File: src/rtl/hazard_ctrl.sv
// Hazard and sequencing controller for the 5-stage MIPS pipeline.
// It produces the operand forwarding selects for Execute and Decode.
// It produces the stall/flush controls for load-use, branch-operand and
// multi-cycle memory hazards, and counts front-end stall cycles.
module hazard_ctrl #(
    parameter int MEM_LAT = 2,
    parameter int CNT_W   = 16
) (
    input  logic             clk,
    input  logic             rst,
    input  logic [4:0]       Rs_D,
    input  logic [4:0]       Rt_D,
    input  logic [4:0]       Rs_E,
    input  logic [4:0]       Rt_E,
    input  logic [4:0]       WriteReg_E,
    input  logic [4:0]       WriteReg_M,
    input  logic [4:0]       WriteReg_W,
    input  logic             RegWrite_E,
    input  logic             RegWrite_M,
    input  logic             RegWrite_W,
    input  logic             MemtoReg_E,
    input  logic             MemtoReg_M,
    input  logic             MemWrite_M,
    input  logic             Branch_D,
    input  logic             cnt_clr,
    output logic [1:0]       ForwardA_E,
    output logic [1:0]       ForwardB_E,
    output logic             ForwardA_D,
    output logic             ForwardB_D,
    output logic             StallF,
    output logic             StallD,
    output logic             StallE,
    output logic             StallM,
    output logic             FlushE,
    output logic             FlushW,
    output logic             mem_busy,
    output logic [CNT_W-1:0] stall_cycles
);

    typedef enum logic [1:0] {IDLE, WAIT, DONE} mem_state_e;

    // Countdown loaded on entry to WAIT; MEM_LAT is at most 15.
    localparam logic [3:0] LAT_M1 = 4'(MEM_LAT - 1);

    mem_state_e        state_q, state_d;
    logic [3:0]        cnt_q, cnt_d;
    logic [CNT_W-1:0]  stall_cycles_q, stall_cycles_d;

    logic       mem_access;
    logic       mem_stall;
    logic       lwstall;
    logic       brstall;
    logic [1:0] fwd_a_e, fwd_b_e;
    logic       stall_front;

    // Register match that ignores $zero, which is never a real dependency.
    function automatic logic reg_hit(input logic en, input logic [4:0] dst,
                                     input logic [4:0] src);
        return en && (dst != 5'd0) && (dst == src);
    endfunction

    // Memory stage result wins over writeback because it is the younger write.
    function automatic logic [1:0] fwd_sel(input logic [4:0] src);
        if (reg_hit(RegWrite_M, WriteReg_M, src))
            return 2'b10;
        else if (reg_hit(RegWrite_W, WriteReg_W, src))
            return 2'b01;
        else
            return 2'b00;
    endfunction

    // Hazard detection for forwarding, load-use and branch-compare operands.
    always_comb begin
        fwd_a_e    = fwd_sel(Rs_E);
        fwd_b_e    = fwd_sel(Rt_E);
        mem_access = MemtoReg_M || MemWrite_M;
        lwstall    = reg_hit(MemtoReg_E, Rt_E, Rs_D) || reg_hit(MemtoReg_E, Rt_E, Rt_D);
        brstall    = Branch_D &&
                     (reg_hit(RegWrite_E, WriteReg_E, Rs_D) ||
                      reg_hit(RegWrite_E, WriteReg_E, Rt_D) ||
                      reg_hit(MemtoReg_M, WriteReg_M, Rs_D) ||
                      reg_hit(MemtoReg_M, WriteReg_M, Rt_D));
    end

    // Memory-wait sequencer: MEM_LAT stall cycles, then one DONE cycle so the
    // same instruction leaves M instead of re-triggering the wait.
    always_comb begin
        state_d   = state_q;
        cnt_d     = cnt_q;
        mem_stall = 1'b0;
        case (state_q)
            IDLE: begin
                if (mem_access && (MEM_LAT > 0)) begin
                    mem_stall = 1'b1;
                    if (MEM_LAT == 1) begin
                        state_d = DONE;
                    end else begin
                        state_d = WAIT;
                        cnt_d   = LAT_M1;
                    end
                end
            end
            WAIT: begin
                mem_stall = 1'b1;
                cnt_d     = cnt_q - 4'd1;
                if (cnt_q == 4'd1)
                    state_d = DONE;
            end
            DONE: begin
                state_d = IDLE;
            end
            default: begin
                state_d = IDLE;
            end
        endcase
    end

    // Output decode; reset forces every control to its inactive value.
    always_comb begin
        stall_front = !rst && (lwstall || brstall || mem_stall);
        ForwardA_E  = rst ? 2'b00 : fwd_a_e;
        ForwardB_E  = rst ? 2'b00 : fwd_b_e;
        ForwardA_D  = !rst && reg_hit(RegWrite_M, WriteReg_M, Rs_D);
        ForwardB_D  = !rst && reg_hit(RegWrite_M, WriteReg_M, Rt_D);
        StallF      = stall_front;
        StallD      = stall_front;
        StallE      = !rst && mem_stall;
        StallM      = !rst && mem_stall;
        // Execute is frozen during a memory wait, so no bubble is injected then.
        FlushE      = !rst && (lwstall || brstall) && !mem_stall;
        FlushW      = !rst && mem_stall;
        mem_busy    = !rst && mem_stall;
    end

    // Saturating stall counter; clear takes priority over increment.
    always_comb begin
        stall_cycles_d = stall_cycles_q;
        if (cnt_clr)
            stall_cycles_d = '0;
        else if (stall_front && !(&stall_cycles_q))
            stall_cycles_d = stall_cycles_q + 1'b1;
    end

    // State, countdown and performance counter registers.
    always_ff @(posedge clk or posedge rst) begin
        if (rst) begin
            state_q        <= IDLE;
            cnt_q          <= 4'd0;
            stall_cycles_q <= '0;
        end else begin
            state_q        <= state_d;
            cnt_q          <= cnt_d;
            stall_cycles_q <= stall_cycles_d;
        end
    end

    assign stall_cycles = stall_cycles_q;

endmodule

File: config.mk
export PLATFORM = sky130hd
export DESIGN_NAME = hazard_ctrl
export DESIGN_NICKNAME = d
export VERILOG_FILES = /design/src/rtl/hazard_ctrl.sv
export SDC_FILE = /design/constraint.sdc
export NUM_CORES = 1
export LEC_CHECK = 0
export ABC_CLOCK_PERIOD_IN_PS = 3900
export CORE_ASPECT_RATIO = 0.9
export CORE_MARGIN = 1.5
export CORE_UTILIZATION = 46
export CTS_BUF_LIST = sky130_fd_sc_hd__clkbuf_4 sky130_fd_sc_hd__clkbuf_8
export DETAILED_ROUTE_END_ITERATION = 8
export GPL_ROUTABILITY_DRIVEN = 1
export GPL_TIMING_DRIVEN = 0
export PLACE_DENSITY = 0.83
export REMOVE_ABC_BUFFERS = 1
export SYNTH_ARGS = -nofsm -noshare
export SYNTH_HDL_FRONTEND = slang
export SYNTH_SLANG_ARGS = --single-unit
File: constraint.sdc
create_clock -name clk -period 3.9 [get_ports clk]
set_clock_uncertainty 0.2 [all_clocks]
set_input_delay 0.78 -clock clk [delete_from_list [all_inputs] [get_ports clk]]
set_output_delay 0.78 -clock clk [all_outputs]
set_load 0.02 [all_outputs]
# Word level (Yosys, flattened, before mapping)
# Cells that the tools add are included.
[word_totals]
ff_bits = 22
memories = 0
out_inout_bits = 29
latchBits = 0
romBits = 0
ramBits = 0
[op_classes]
n_shift = 0
eq_ne = 14
div_mod_pow = 0
n_mul = 0
n_lt_le_gt_ge = 0
n_reduce_logical = 45
add_sub_neg = 2
muxes = 15
bitwise = 0
[ops]
columns = ["op", "count"]
rows = [
  ["$eq 5x5->1", 10],
  ["$mux 16", 2],
  ["$logic_and 1x1->1", 25],
  ["$reduce_bool 5->1", 4],
  ["$add 16x1->16 const B", 1],
  ["$reduce_and 16->1", 1],
  ["$mux 2", 6],
  ["$pmux 4 s2", 1],
  ["$logic_or 1x1->1", 7],
  ["$eq 4x1->1 const B", 1],
  ["$mux 4", 1],
  ["$ne 2x2->1 const B", 2],
  ["$pmux 2 s2", 1],
  ["$reduce_and 2->1", 2],
  ["$reduce_bool 2->1", 2],
  ["$sub 4x1->4 const B", 1],
  ["$logic_not 1->1", 3],
  ["$mux 1", 3],
  ["$eq 2x1->1 const B", 1],
  ["$logic_not 2->1", 1],
  ["$pmux 1 s2", 1],
]

# Depth between registers and ports, before layout
# Gate-level depths: netlist of run 1.
[depth]
ltp_word = 13
depth_mapped = 10

# Least setup slack after synthesis of run 1
# OpenSTA, ideal clock, no wires.
[synth_timing]
path_type = "input port to output port"
startpoint = "input Rt_E[1]"
endpoint = "output StallF"
n_path_buf = 4
arrival_time_ns = 2.576
slack_ns = 0.344
t_required_ns = 2.920
stages = 9
cell_sequence = "clkbuf_1 > or4_1 > o21ai_1 > o22ai_1 > nor3_1 > buf_2 > buf_2 > nor2_1 > buf_4"
[synth_between]
elab_chain_len = 7
[synth_lines]
columns = ["element", "line", "source"]
rows = [
  ["from (decl)", "14", "input logic [4:0] Rt_E,"],
  ["$reduce_bool 5->1", "59", "return en && (dst != 5'd0) && (dst == src);"],
  ["$logic_and 1x1->1 (2 in a row)", "59", ""],
  ["$logic_or 1x1->1 *", "77", "lwstall = reg_hit(MemtoReg_E, Rt_E, Rs_D) || reg_hit(MemtoReg_E, Rt_E, Rt_D);"],
  ["$logic_or 1x1->1 * (2 in a row)", "120", "stall_front = !rst && (lwstall || brstall || mem_stall);"],
  ["$logic_and 1x1->1 *", "120", ""],
  ["to (decl)", "30", "output logic StallF,"],
]
# Mark *: on every way between the ends. The rest lies on a longest branch, timed or not.

# Worst setup path in the final report of run 1
[layout_timing]
startpoint = "input WriteReg_E[1]"
endpoint = "output StallF"
[layout_between]
elab_chain_len = 10
[layout_lines]
columns = ["element", "line", "source"]
rows = [
  ["from (decl)", "15", "input logic [4:0] WriteReg_E,"],
  ["$reduce_bool 5->1", "59", ""],
  ["$logic_and 1x1->1 (2 in a row)", "59", ""],
  ["$logic_or 1x1->1 *", "79", "(reg_hit(RegWrite_E, WriteReg_E, Rs_D) ||"],
  ["$logic_or 1x1->1 *", "80", "reg_hit(RegWrite_E, WriteReg_E, Rt_D) ||"],
  ["$logic_or 1x1->1 *", "81", "reg_hit(MemtoReg_M, WriteReg_M, Rs_D) ||"],
  ["$logic_and 1x1->1 *", "78", "brstall = Branch_D &&"],
  ["$logic_or 1x1->1 * (2 in a row)", "120", ""],
  ["$logic_and 1x1->1 *", "120", ""],
]
# Marked as above.

==> results of run 1 <==
layout make-up:
class | instances | area, um2
timing repair inverter | 1 | 5.00
fill | 337 | 1280
tap | 48 | 60.1
clock buffer | 3 | 41.3
timing repair buffer | 79 | 781
clock inverter | 1 | 30.0
sequential | 22 | 551
inverter | 5 | 22.5
multi-input combinational | 187 | 1300
metal layers:
| layer | part of all wire (%) | vias up |
|---|---|---|
| li1 | - | 969 |
| met1 | 46 | 913 |
| met2 | 50 | 48 |
| met3 | 4.1 | 4 |
| met4 | 0.76 | 0 |
| met5 | 0 | - |
flip-flops by register name (all words and copies together), names as in the netlist:
name          count
stall_cycles     16
cnt_q             4
state_q           2
power groups by stage:
stage,clock (mW),combinational [mW],sequential [mW]
floorplan,0,0.220,0.302
finish,0.216,0.419,0.303
CTS,0.218,0.418,0.302
detailed placement,0,0.395,0.307
global route,0.226,0.460,0.309
global placement,0,0.371,0.305
repair_timing:
item,in CTS,in global routing
endpoints found under the setup margin,6,7
buffers inserted,3,1
pin swaps,1,1
resized for setup,11,8
gates cloned,2,0
stage by stage:
step                      power, mW  cell area (um2)  setup TNS [ns]  cells  util (%)
after floorplan               0.522             1850           -1.00    214         -
after global placement        0.675             2640          -21.76    335      64.7
after detailed placement      0.702             2650           -3.13    336      65.1
after CTS                     0.938             2760               0    345      67.7
after global routing          0.994             2790          -0.124    346      68.5
final                         0.937             2790               0    346      68.5
worst min-delay path: cells and delay by family, from the launching register on:
kind	cells	cell delay [ns]
DFF	1	0.40
AOI/OAI and AO/OA	2	0.13
Yosys cell counts (2+ instances only):
cell	n	share of area [%]
a21oi_1	14	3.6
nor2_1	17	3.3
nand2b_1	4	1.3
nor3_1	14	3.6
o31ai_1	12	4.6
and3_1	2	0.64
xnor2_1	12	5.4
o22ai_1	2	0.64
a22oi_1	2	0.77
a22o_1	2	0.90
clkbuf_1	11	2.1
buf_1	4	0.77
or3_1	2	0.64
o21ai_0	2	0.51
xor2_1	38	17
inv_1	5	0.96
nand2_1	12	2.3
nor2b_1	2	0.64
o211ai_1	2	0.77
buf_2	3	0.77
ha_1	3	1.9
dfrtp_1	22	28
nand3_1	8	2.0
buf_4	5	1.9
nor4_1	4	1.3
mux2_1	2	1.2
mux2i_1	2	1.0
or4_1	15	5.8
and4_1	4	1.8
how the worst max path moves through the flow:
| stage | startpoint | slack (ns) | endpoint | cells after the start |
|---|---|---|---|---|
| 6_report | WriteReg_E[1] | 0.04 | StallF | 8 |
| 5_1_grt | WriteReg_E[1] | -0.06 | StallD | 8 |
| 4_1_cts | WriteReg_M[1] | 0.008 | ForwardB_E[1] | 8 |
| 3_5_place_dp | Rt_E[1] | -0.77 | StallD | 8 |
| 3_3_place_gp | Rt_E[1] | -2.05 | StallD | 7 |
| 2_1_floorplan | WriteReg_E[1] | -0.50 | StallD | 5 |
cells by family after synthesis:
| logic type | after synthesis | share of synthesized area [%] |
|---|---|---|
| adder cells (fa/ha/maj) | 3 | 1.92 |
| AO/OA/AOI/OAI | 39 | 12.7 |
| multiplexers | 4 | 2.18 |
| flip-flops | 22 | 28.2 |
| buffers and inverters | 28 | 6.53 |
| AND/OR/NAND/NOR | 91 | 26.1 |
| XOR/XNOR | 50 | 22.4 |
==> impl_metrics.ini, run 1 <==
[critical_path]
r2r-end = stall_cycles[0]
critPathKind = in -> out
cpMaxStageDelayCell = or4_1
path_max_fanout = 10
crit_path_cell_trace = clkdlybuf4s50_1 -> or4_1 -> o211ai_1 -> o22ai_2 -> nor3_4 -> buf_6 -> nor2_1 -> dlygate4sd2_1
end_kind = output pin
crit_path_start_kind = primary input
regToRegStartpoint = stall_cycles[6]
slowest_delay_ns = 0.54
arrival_ns = 2.88
path_buf_inv = 3
regToRegSetupSlack_ns = 1.10
path_delay_family = buffers and inverters
required_ns = 2.92
rr_worst_depth = 7

[power_and_ir_drop]
ir_worst_vdd_mv = 0.263
switching_share_pct = 36.0
power.density_mw_per_mm2 = 336
seqPwrFrac_pct = 32.3
p_int_mw = 0.600
cellLeakagePower_nw = 1.15
p_sw_mw = 0.337
combinationalPowerShare_pct = 44.7
clockPowerShare_pct = 23.0

[route]
dr.pass1.iters = 6
antenna_left = 0
num_vias = 1934
drc_errors = 0
routed_via_density = 5.59
drt_iter0_drc = 130
totalWireLength_mm = 5.24
wl_per_cell_um = 15.1

[floorplan]
rows = 22
core_region_area_mm2 = 0.00407
ios = 74
die_height_um = 64.9
die-area_mm2 = 0.00465
start_util_pct = 48.0
die_w_um = 71.7

[global_routing]
met1_usage_pct = 31.0
use_met3_pct = 4.20
top_usage_layer = met2
gr-usage-met2_pct = 39.8
track_usage_pct = 23.2
grt_max_degree = 20
grt_pass1_wl_mm = 8.67
grt-ovfl-total = 0
antenna_found_initial = 0
grt_pass1_vias = 1836

[clock_tree]
cts_buffer_depth = 2
cts_buffers = 3
cts_sinks = 22
postCtsHoldBufs = 0
clkSlewWorstSetupHoldPaths_ns = 0.08
clock-root-buffer = clkbuf_8
clkLatencyLatePin_ns = 0.27
cts_tree = yes
htreeDepth = 1

[worst_hold_path]
hold_path_startpoint = stall_cycles[3]
hp-class = reg -> reg
hold_path_depth = 2
holdPathEnd = stall_cycles[3]

[yosys]
yosysSeqAreaShare_pct = 28.2
avgSynthCellArea_um2 = 8.25
ys_async_sr_fraction_pct = 100
yosysWarnings = 0
synth_edf_count = 0
syn_area_mm2 = 0.00196
ys_types = 39
syn_inst = 237
ys.flop_type = dfrtp_1
ys_seq_elements = 22

[place]
io_buffers = 73
place_ws_ns = -0.774
place.gp.congestion = 0.827
hpwlAfterDp_mm = 3.95

[sta]
hold_viol = 0
slew_viol_final = 0
slew_headroom_pct = 44.6
hold_ws_ns = 0.362
period_needed_ns = 3.86
tightest_slew_ns = 0.830
setup_violations = 0
worst_slack_ns = 0.0366
fin_crit_sh_pct = 99.1
max_freq_mhz = 259
rsz0062_at_grt = yes

[finish]
syn_to_final_growth_pct = 42.6
final_cell_mix = clkdlybuf4s50_1 (58), xor2_1 (38), dfrtp_1 (22), nor2_1 (17), or4_1 (15)
nets = 347
final_common_cell = clkdlybuf4s50_1
antenna_cells = 0
drive_above_1_share_pct = 6.04

[job]
maxCapViolCount = 0

[outcome]
status = completed
(Power assumes the default switching activity.)
==> inputs of run 2 (changes only) <==
- GPL_TIMING_DRIVEN: 0 -> default
- REMOVE_ABC_BUFFERS: 1 -> default
==> run 2 against run 1 <==
  * Clock power shrank 23%
  * Register-to-register slack is essentially flat
  * Flip-flop and latch count unchanged
  * First-iteration DRC count up 5.4%
  * Largest cell class unchanged
==> impl_metrics.ini, run 2 (synthesis gave the netlist of run 1 again) <==
[outcome]
status = completed

[power_and_ir_drop]
cellLeakagePower_nw = 1.21
power.density_mw_per_mm2 = 303
ir_worst_vdd_mv = 0.238

[critical_path]
crit_path_start_kind = primary input
end_kind = output pin
crit_top_cell = clkdlybuf4s50_1
slowest_delay_ns = 0.53
critPathKind = in -> out
crit_path_cell_trace = clkdlybuf4s50_1 -> or4_1 -> o211ai_1 -> nor4_1 -> and4_1 -> clkdlybuf4s50_1
cpMaxStageDelayCell = or4_1
path_max_fanout = 2
required_ns = 2.92
arrival_ns = 2.81

[yosys]
synth_nets = 285

[finish]
nFillCells = 334
antenna_cells = 0
final_cell_mix = clkdlybuf4s50_1 (65), xor2_1 (38), buf_4 (23), dfrtp_1 (22), nor2_1 (17)
layout.cells.non_filler = 362
syn_to_final_growth_pct = 47.9
final_common_cell = clkdlybuf4s50_1
drive_above_1_share_pct = 10.5
largest_reg_flops = 16
nets = 363

[sta]
tns_ns = 0
worst_slack_ns = 0.107
tightest_slew_ns = 0.852
slew_viol_final = 0
max_freq_mhz = 264
hold_ws_ns = 0.358
slew_headroom_pct = 43.2
fin_crit_sh_pct = 97.3
hold_viol = 0
setup_violations = 0
period_needed_ns = 3.79
rsz0062_at_grt = no

[route]
wl_per_cell_um = 14.7
num_vias = 1990
antenna_left = 0
routed_via_density = 5.50
drc_errors = 0
drt_iter0_drc = 137
dr.pass1.iters = 6
totalWireLength_mm = 5.32

[clock_tree]
clkSlewWorstSetupHoldPaths_ns = 0.08
clkLatencyLatePin_ns = 0.27
cts_tree = yes
cts_buffer_depth = 2
cts_buffers = 3
post-cts-setup-buffer-count = 0
cts_sinks = 22
clock-root-buffer = clkbuf_8
htreeDepth = 1
postCtsHoldBufs = 0

[place]
hpwlAfterDp_mm = 4.32
place.gp.congestion = 0.904
io_buffers = 73
place_inst = 358
place_ws_ns = -0.0709

[global_routing]
grt-ovfl-total = 0
grt_max_degree = 29
track_usage_pct = 24.1
grt_pass1_vias = 1965
antenna_found_initial = 0
grt_pass1_wl_mm = 9.02

[job]
maxCapViolCount = 0

[floorplan]
die-area_mm2 = 0.00465
die_height_um = 64.9
ios = 74
start_util_pct = 48.0
core_region_area_mm2 = 0.00407
rows = 22
die_w_um = 71.7

[worst_hold_path]
hp-class = reg -> reg
==> run 2: changes by cell type in the layout (fill, tap and decap cells not counted), sizes merged, moves of 2 or more <==
cell,change
buf,+17
clkdlybuf4s50,+7
clkinvlp,-2
dlygate4sd2,-6
==> run 2: worst max-delay path, delay by kind of cell <==
family / cells / cell delay, ns
AOI/OAI and AO/OA: 1 / 0.23
buffers and inverters: 2 / 0.96
and+or+nand+nor: 3 / 0.84
==> run 2: path summary, 6_finish.rpt <==
| kind | slack [ns] | from | depth (start not counted) | end |
|---|---|---|---|---|
| setup reg to reg | 1.11 | stall_cycles[6] | 7 | stall_cycles[0] |
| hold reg to reg | 0.36 | state_q[0] | 1 | state_q[0] |
| min in group asynchronous | 0.74 | rst | 3 | cnt_q[2] |
| setup / recovery | 0.11 | WriteReg_W[2] | 6 | ForwardB_E[0] |
| max in group asynchronous | 2.53 | rst | 3 | stall_cycles[8] |
| hold / removal | 0.36 | state_q[0] | 1 | state_q[0] |
==> run 2: layout make-up <==
cell class / instances / area, um2 / share of cell area, %
Tap cell: 48 / 60.1 / 2.08
Multi-Input combinational cell: 187 / 1290 / 44.8
Sequential cell: 22 / 551 / 19.0
Inverter: 5 / 18.8 / 0.649
Timing Repair Buffer: 96 / 912 / 31.5
Clock buffer: 4 / 55.1 / 1.90
==> run 2: metrics by stage <==
| stage | utilization, % | power [mW] | instance area [um2] |
|---|---|---|---|
| floorplan | - | 0.563 | 1960 |
| global placement | 69.1 | 0.706 | 2820 |
| detailed placement | 69.1 | 0.715 | 2820 |
| CTS | 70.4 | 0.874 | 2870 |
| global route | 71.0 | 0.938 | 2890 |
| finish | 71.0 | 0.876 | 2890 |
==> run 2: routing by layer <==
layer | share of wire [%] | vias to the layer above | GRT usage (%)
met1 | 49 | 958 | 33.8
met5 | 0 | - | 0
met4 | 0.36 | 0 | 2.83
met2 | 48 | 41 | 40.9
li1 | - | 989 | -
met3 | 3.2 | 2 | 2.80
==> run 2: where the power goes <==
group          total [mW]  switching [mW]  internal, mW
clock network       0.166          0.0758        0.0901
registers           0.303          0.0395         0.263
logic               0.407           0.212         0.195
total               0.876           0.328         0.548
==> run 2: what timing repair did <==
item                                    in CTS  in global routing
hold endpoints to repair                     0                  0
endpoints found under the setup margin       3                  4
gates resized for setup                      3                  7
==> edit 1, RTL diff (settings of run 1) <==
Change the parameter `CNT_W` from 16 to 12.
--- a/src/rtl/hazard_ctrl.sv
+++ b/src/rtl/hazard_ctrl.sv
@@ -6,3 +6,3 @@
     parameter int MEM_LAT = 2,
-    parameter int CNT_W   = 16
+    parameter int CNT_W   = 12
 ) (
Ports: changed (resized stall_cycles); port bits go from 74 to 70. No check against the original RTL was run, so the function may have changed too.
==> edit 1 against run 1 <==
Setup slack better by 0.039 ns. Power is 17% lower. Area after synthesis is 7.9% lower. Routed wire length is 8.7% lower. Maximum frequency is 1.0% higher. Clock power is 40% lower. Sequential cell count is 4 lower. Sequential share of layout area is 1.9 points lower. Design area is 9.4% lower. Largest power group unchanged.
==> edit 1: results (changes against run 1) <==
hold_path:
  hold-path-cell-count: 1  # was 2
  timing.hold.worst.start: "cnt_q[0]"  # was stall_cycles[3]
  worstHoldEndpoint: "cnt_q[0]"  # was stall_cycles[3]
setup_path:
  critical_path_arrival_ns: 2.84  # was 2.88 ns
  worstPathMaxFanout: 3  # was 10
  worst_r2r_startpoint: "stall_cycles[0]"  # was stall_cycles[6]
  worst_r2r_endpoint: "stall_cycles[9]"  # was stall_cycles[0]
  rrSetupSlack_ns: 1.52  # was 1.10 ns
  crit_family: "simple AND/OR/NAND/NOR gates"  # was buffers and inverters
finish:
  largest_register_ffs: 12  # was 16
  final_layout_size_suffix_gt1_frac: 0.0632  # was 0.0604
  nets: 319  # was 347
logic_synthesis:
  post_synth_num_cell_types: 42  # was 39
  synth_async_sr_flop_share: 1.00  # unchanged
  synth-seq-area-share: 0.250  # was 0.282
  synth_top_cells_by_count: "30 x xor2_1, 20 x xnor2_1, 18 x dfrtp_1"  # was 38 x xor2_1, 22 x dfrtp_1, 17 x nor2_1
  yosys_warnings: 0  # unchanged
  synth_top_cells_by_area: "dfrtp_1 25%, xor2_1 15%, xnor2_1 9.7%"  # was dfrtp_1 28%, xor2_1 17%, or4_1 5.8%
power:
  cellLeakagePower_nw: 1.04  # was 1.15 nW
  worst_ir_drop_on_vdd_mv: 0.145  # was 0.263 mV
grt:
  grt_antenna_before_repair: 0  # unchanged
  grt_start_max_net_pins: 16  # was 20
  grt_first_pass_wirelength_um: 7510  # was 8670 um
  number_of_global_route_vias_before_repair: 1574  # was 1836
  globalRouteTotalUtil: 0.224  # was 0.232
route:
  routed-via-count: 1780  # was 1934
  detailedRoute.firstIterationViolations: 158  # was 130
  first_pass_iters: 4  # was 6
  route.detailed.wl_per_inst_um: 15.2  # was 15.1 um
  met2_length_um: 2320  # was 2590 um
  met1_length_um: 2100  # was 2390 um
  route.met3.wl_um: 327  # was 216 um
run_status:
  status: "finished clean"  # unchanged
placed_design:
  dp.final_hpwl_um: 3490  # was 3950 um
  finalWeightedCongestion: 0.873  # was 0.827
  numPortBuffers: 69  # was 73
cts:
  worst_skew_pair.late_latency_ns: 0.25  # was 0.27 ns
  clk_transition_reported_paths_ns: 0.06  # was 0.08 ns
timing:
  hold-worst-slack_ns: 0.360  # was 0.362 ns
  timing.slew.headroom: 0.452  # was 0.446
[edit 1: area by class of cell]
cell class,instances,share of cell area
Clock buffer,3,0.0163
Inverter,4,0.00743
Sequential cell,18,0.178
Timing Repair Buffer,71,0.287
Timing Repair inverter,1,0.00198
Tap cell,46,0.0228
Multi-Input combinational cell,172,0.486
[edit 1: cells by family after synthesis]
logic type | after synthesis | synth area share
multiplexers | 4 | 0.0236
buffers and inverters | 22 | 0.0785
flip-flops | 18 | 0.250
AO/OA/AOI/OAI | 32 | 0.120
adder cells (fa/ha/maj) | 3 | 0.0209
XOR/XNOR | 50 | 0.243
AND/OR/NAND/NOR | 82 | 0.263
[edit 1: what timing repair did]
action,CTS,global route
pin swaps,1,0
buffers inserted,2,0
hold buffers,0,0
setup endpoints to repair,5,9
gates cloned,2,0
gates resized for setup,6,10
[edit 1: routing by layer]
metal,GRT usage,vias up
met4,0.0588,0
met3,0.0399,6
met1,0.305,826
met2,0.359,78
met5,0,-
li1,-,870
[edit 1: worst max path at each step]
stage / from / endpoint / slack (ns) / cells after the start
global route: WriteReg_E[1] / StallD / 0.01 / 7
finish: WriteReg_E[2] / StallD / 0.08 / 7
detailed placement: Rt_E[1] / StallD / -0.70 / 7
global placement: Rt_E[1] / StallD / -0.68 / 7
floorplan: WriteReg_E[1] / StallD / 0.40 / 5
CTS: Rt_E[1] / StallD / 0.009 / 7
[edit 1: where the power goes]
group          internal (mW)  switching [mW]  leakage [nW]
Sequential             0.222          0.0389         0.239
Combinational          0.186           0.204         0.776
Clock                 0.0686          0.0606        0.0216
Total                  0.477           0.304          1.04
[edit 1: metrics by stage]
stage	util	setup slack (ns)	cell area, um^2	instances
5_1_grt	0.677	0.0105	2530	315
4_1_cts	0.671	0.00901	2500	315
2_1_floorplan	-	0.402	1670	193
6_report	0.677	0.0753	2530	315
3_3_place_gp	0.649	-0.678	2420	308
3_5_place_dp	0.649	-0.699	2420	308
==> edit 2, RTL diff (flow settings as in run 1) <==
Made on the original files. Encoding of `mem_state_e`: now one-hot (3 bits for 3 states).
--- a/src/rtl/hazard_ctrl.sv
+++ b/src/rtl/hazard_ctrl.sv
@@ -39,3 +39,3 @@
 
-    typedef enum logic [1:0] {IDLE, WAIT, DONE} mem_state_e;
+    typedef enum logic [2:0] {IDLE = 3'b001, WAIT = 3'b010, DONE = 3'b100} mem_state_e;
 
Function: same outputs for any inputs over 10 cycles, from zero or initial values and one cycle with rst high; not proved beyond that.
==> edit 2 against run 1 <==
Final cell count down 0.58%. Maximum frequency up 0.73%. Routed wire length up 4.3%. Design area down 1.4%. Area after synthesis up 1.7%. Power down 5.8%. Setup slack better by 0.028 ns. Sequential cell count up 1. Largest cell class unchanged.
==> edit 2: results (changes against run 1) <==
timing:
  report.final.hold_viol_count: 0  # unchanged
  timing_worst_slew_pin_value_ns: 1.01  # was 0.830 ns
finish:
  final_design_area_no_fill_um2: 2750  # was 2790 um^2
  inverters: 7  # was 6
  area.sequential_um2: 577  # was 551 um^2
  multi_input_comb_area_um2: 1260  # was 1300 um^2
  final_layout_size_suffix_gt1_frac: 0.0676  # was 0.0604
  comb.multi_input.count: 185  # was 187
  buf_share: 0.283  # was 0.280
  buffers: 77  # was 79
  clock_cell_area_share: 0.0168  # was 0.0256
  final.fill_count: 331  # was 337
  clock_buffers: 3  # unchanged
  nets: 345  # was 347
  antenna_cells: 0  # unchanged
grt:
  globalRouteTotalUtil: 0.238  # was 0.232
  grt_first_pass_wirelength_um: 8930  # was 8670 um
  number_of_global_route_vias_before_repair: 1857  # was 1836
  grt_start_max_net_pins: 31  # was 20
logic_synthesis:
  synth-seq-area-share: 0.290  # was 0.282
  post_synth_instance_area_um2: 1990  # was 1960 um^2
  synth_ff_type: "dfrtp_1"  # unchanged
  synth_top_cells_by_count: "39 x xor2_1, 22 x dfrtp_1, 17 x a21oi_1"  # was 38 x xor2_1, 22 x dfrtp_1, 17 x nor2_1
  syn_inst: 236  # was 237
  synth_top_cells_by_area: "dfrtp_1 28%, xor2_1 17%, xnor2_1 5.3%"  # was dfrtp_1 28%, xor2_1 17%, or4_1 5.8%
  post_synth_num_cell_types: 36  # was 39
  synth_async_sr_flop_share: 1.00  # unchanged
route:
  first_pass_iters: 4  # was 6
  finalWirelength_um: 5460  # was 5240 um
  routed-via-count: 1951  # was 1934
  average_via_count_per_standard_cell: 5.67  # was 5.59
  detailedRoute.firstIterationViolations: 149  # was 130
placed_design:
  finalWeightedCongestion: 0.850  # was 0.827
  dp_cells: 335  # was 336
  dpl_worst_slack_ns: -0.709  # was -0.774 ns
  postPlaceCellArea_um2: 2630  # was 2650 um^2
  dp.final_hpwl_um: 4080  # was 3950 um
power:
  worst_ir_drop_on_vdd_mv: 0.359  # was 0.263 mV
  cellLeakagePower_nw: 1.17  # was 1.15 nW
setup_path:
  worstPathMaxFanout: 5  # was 10
  critical_path_arrival_ns: 2.86  # was 2.88 ns
cts:
  number_of_buffers_on_the_longest_clock_path: 2  # unchanged
  clk_transition_reported_paths_ns: 0.08  # about the same
  clkSinkCount: 23  # was 22
  cts_root_buffer: "clkbuf_8"  # unchanged
run_status:
  status: "finished clean"  # unchanged
hold_path:
  min_path_type: "flip-flop to flip-flop"  # unchanged
-- edit 2: cell count changes in the layout (fill, tap and decap cells not counted), sizes merged, moves of 3 or more --
cell	change
and3	+4
nand2	-6
nand3	+8
a21oi	+3
or3	+9
o31ai	-9
o21ai	+14
dlygate4sd2	-5
and4	-3
dlymetal6s2s	+3
or4	-10
-- edit 2: kinds of logic after synthesis --
kind of cell	count (synthesis)	synth area share
compound gates	47	0.149
fa+ha+maj	3	0.0189
flops	23	0.290
buf+inv	28	0.0850
xor+xnor	51	0.225
mux	1	0.00503
simple gates	83	0.228
-- edit 2: layer usage --
layer | track usage | wire length [um]
met1 | 0.313 | 2490
met5 | 0 | 0
met3 | 0.0307 | 237
met4 | 0.0755 | 80
met2 | 0.405 | 2660
-- edit 2: where the power goes --
group          total [mW]  switching [mW]  internal, mW
Combinational       0.429           0.238         0.191
Clock               0.149          0.0780        0.0714
Sequential          0.304          0.0290         0.275
Total               0.883           0.345         0.538
-- edit 2: critical path, cell delays in order --
cell	delay (ns)
clkdlybuf4s50_1	0.54
or4_1	0.54
o21ai_1	0.22
o22ai_2	0.14
nor2_1	0.16
a21oi_1	0.11
dlygate4sd2_1	0.36
-- edit 2: path summary, 6_finish.rpt --
check / start / endpoint / slack, ns / cells past startpoint
max in group asynchronous: rst / cnt_q[0] / 2.58 / 2
worst max-delay path: Rt_E[2] / StallF / 0.06 / 7
worst min register to register: state_q[2] / state_q[1] / 0.27 / 1
worst min-delay path: state_q[2] / state_q[1] / 0.27 / 1
worst max register to register: stall_cycles[3] / stall_cycles[12] / 1.43 / 7
min in group asynchronous: rst / stall_cycles[9] / 0.60 / 3
-- edit 2: repair_timing --
item                       in CTS  in global routing
setup endpoints to repair      10                 11
pin swaps                       0                  2
gates resized for setup         8                  9
gates cloned                    1                  0
setup buffers                   1                  3
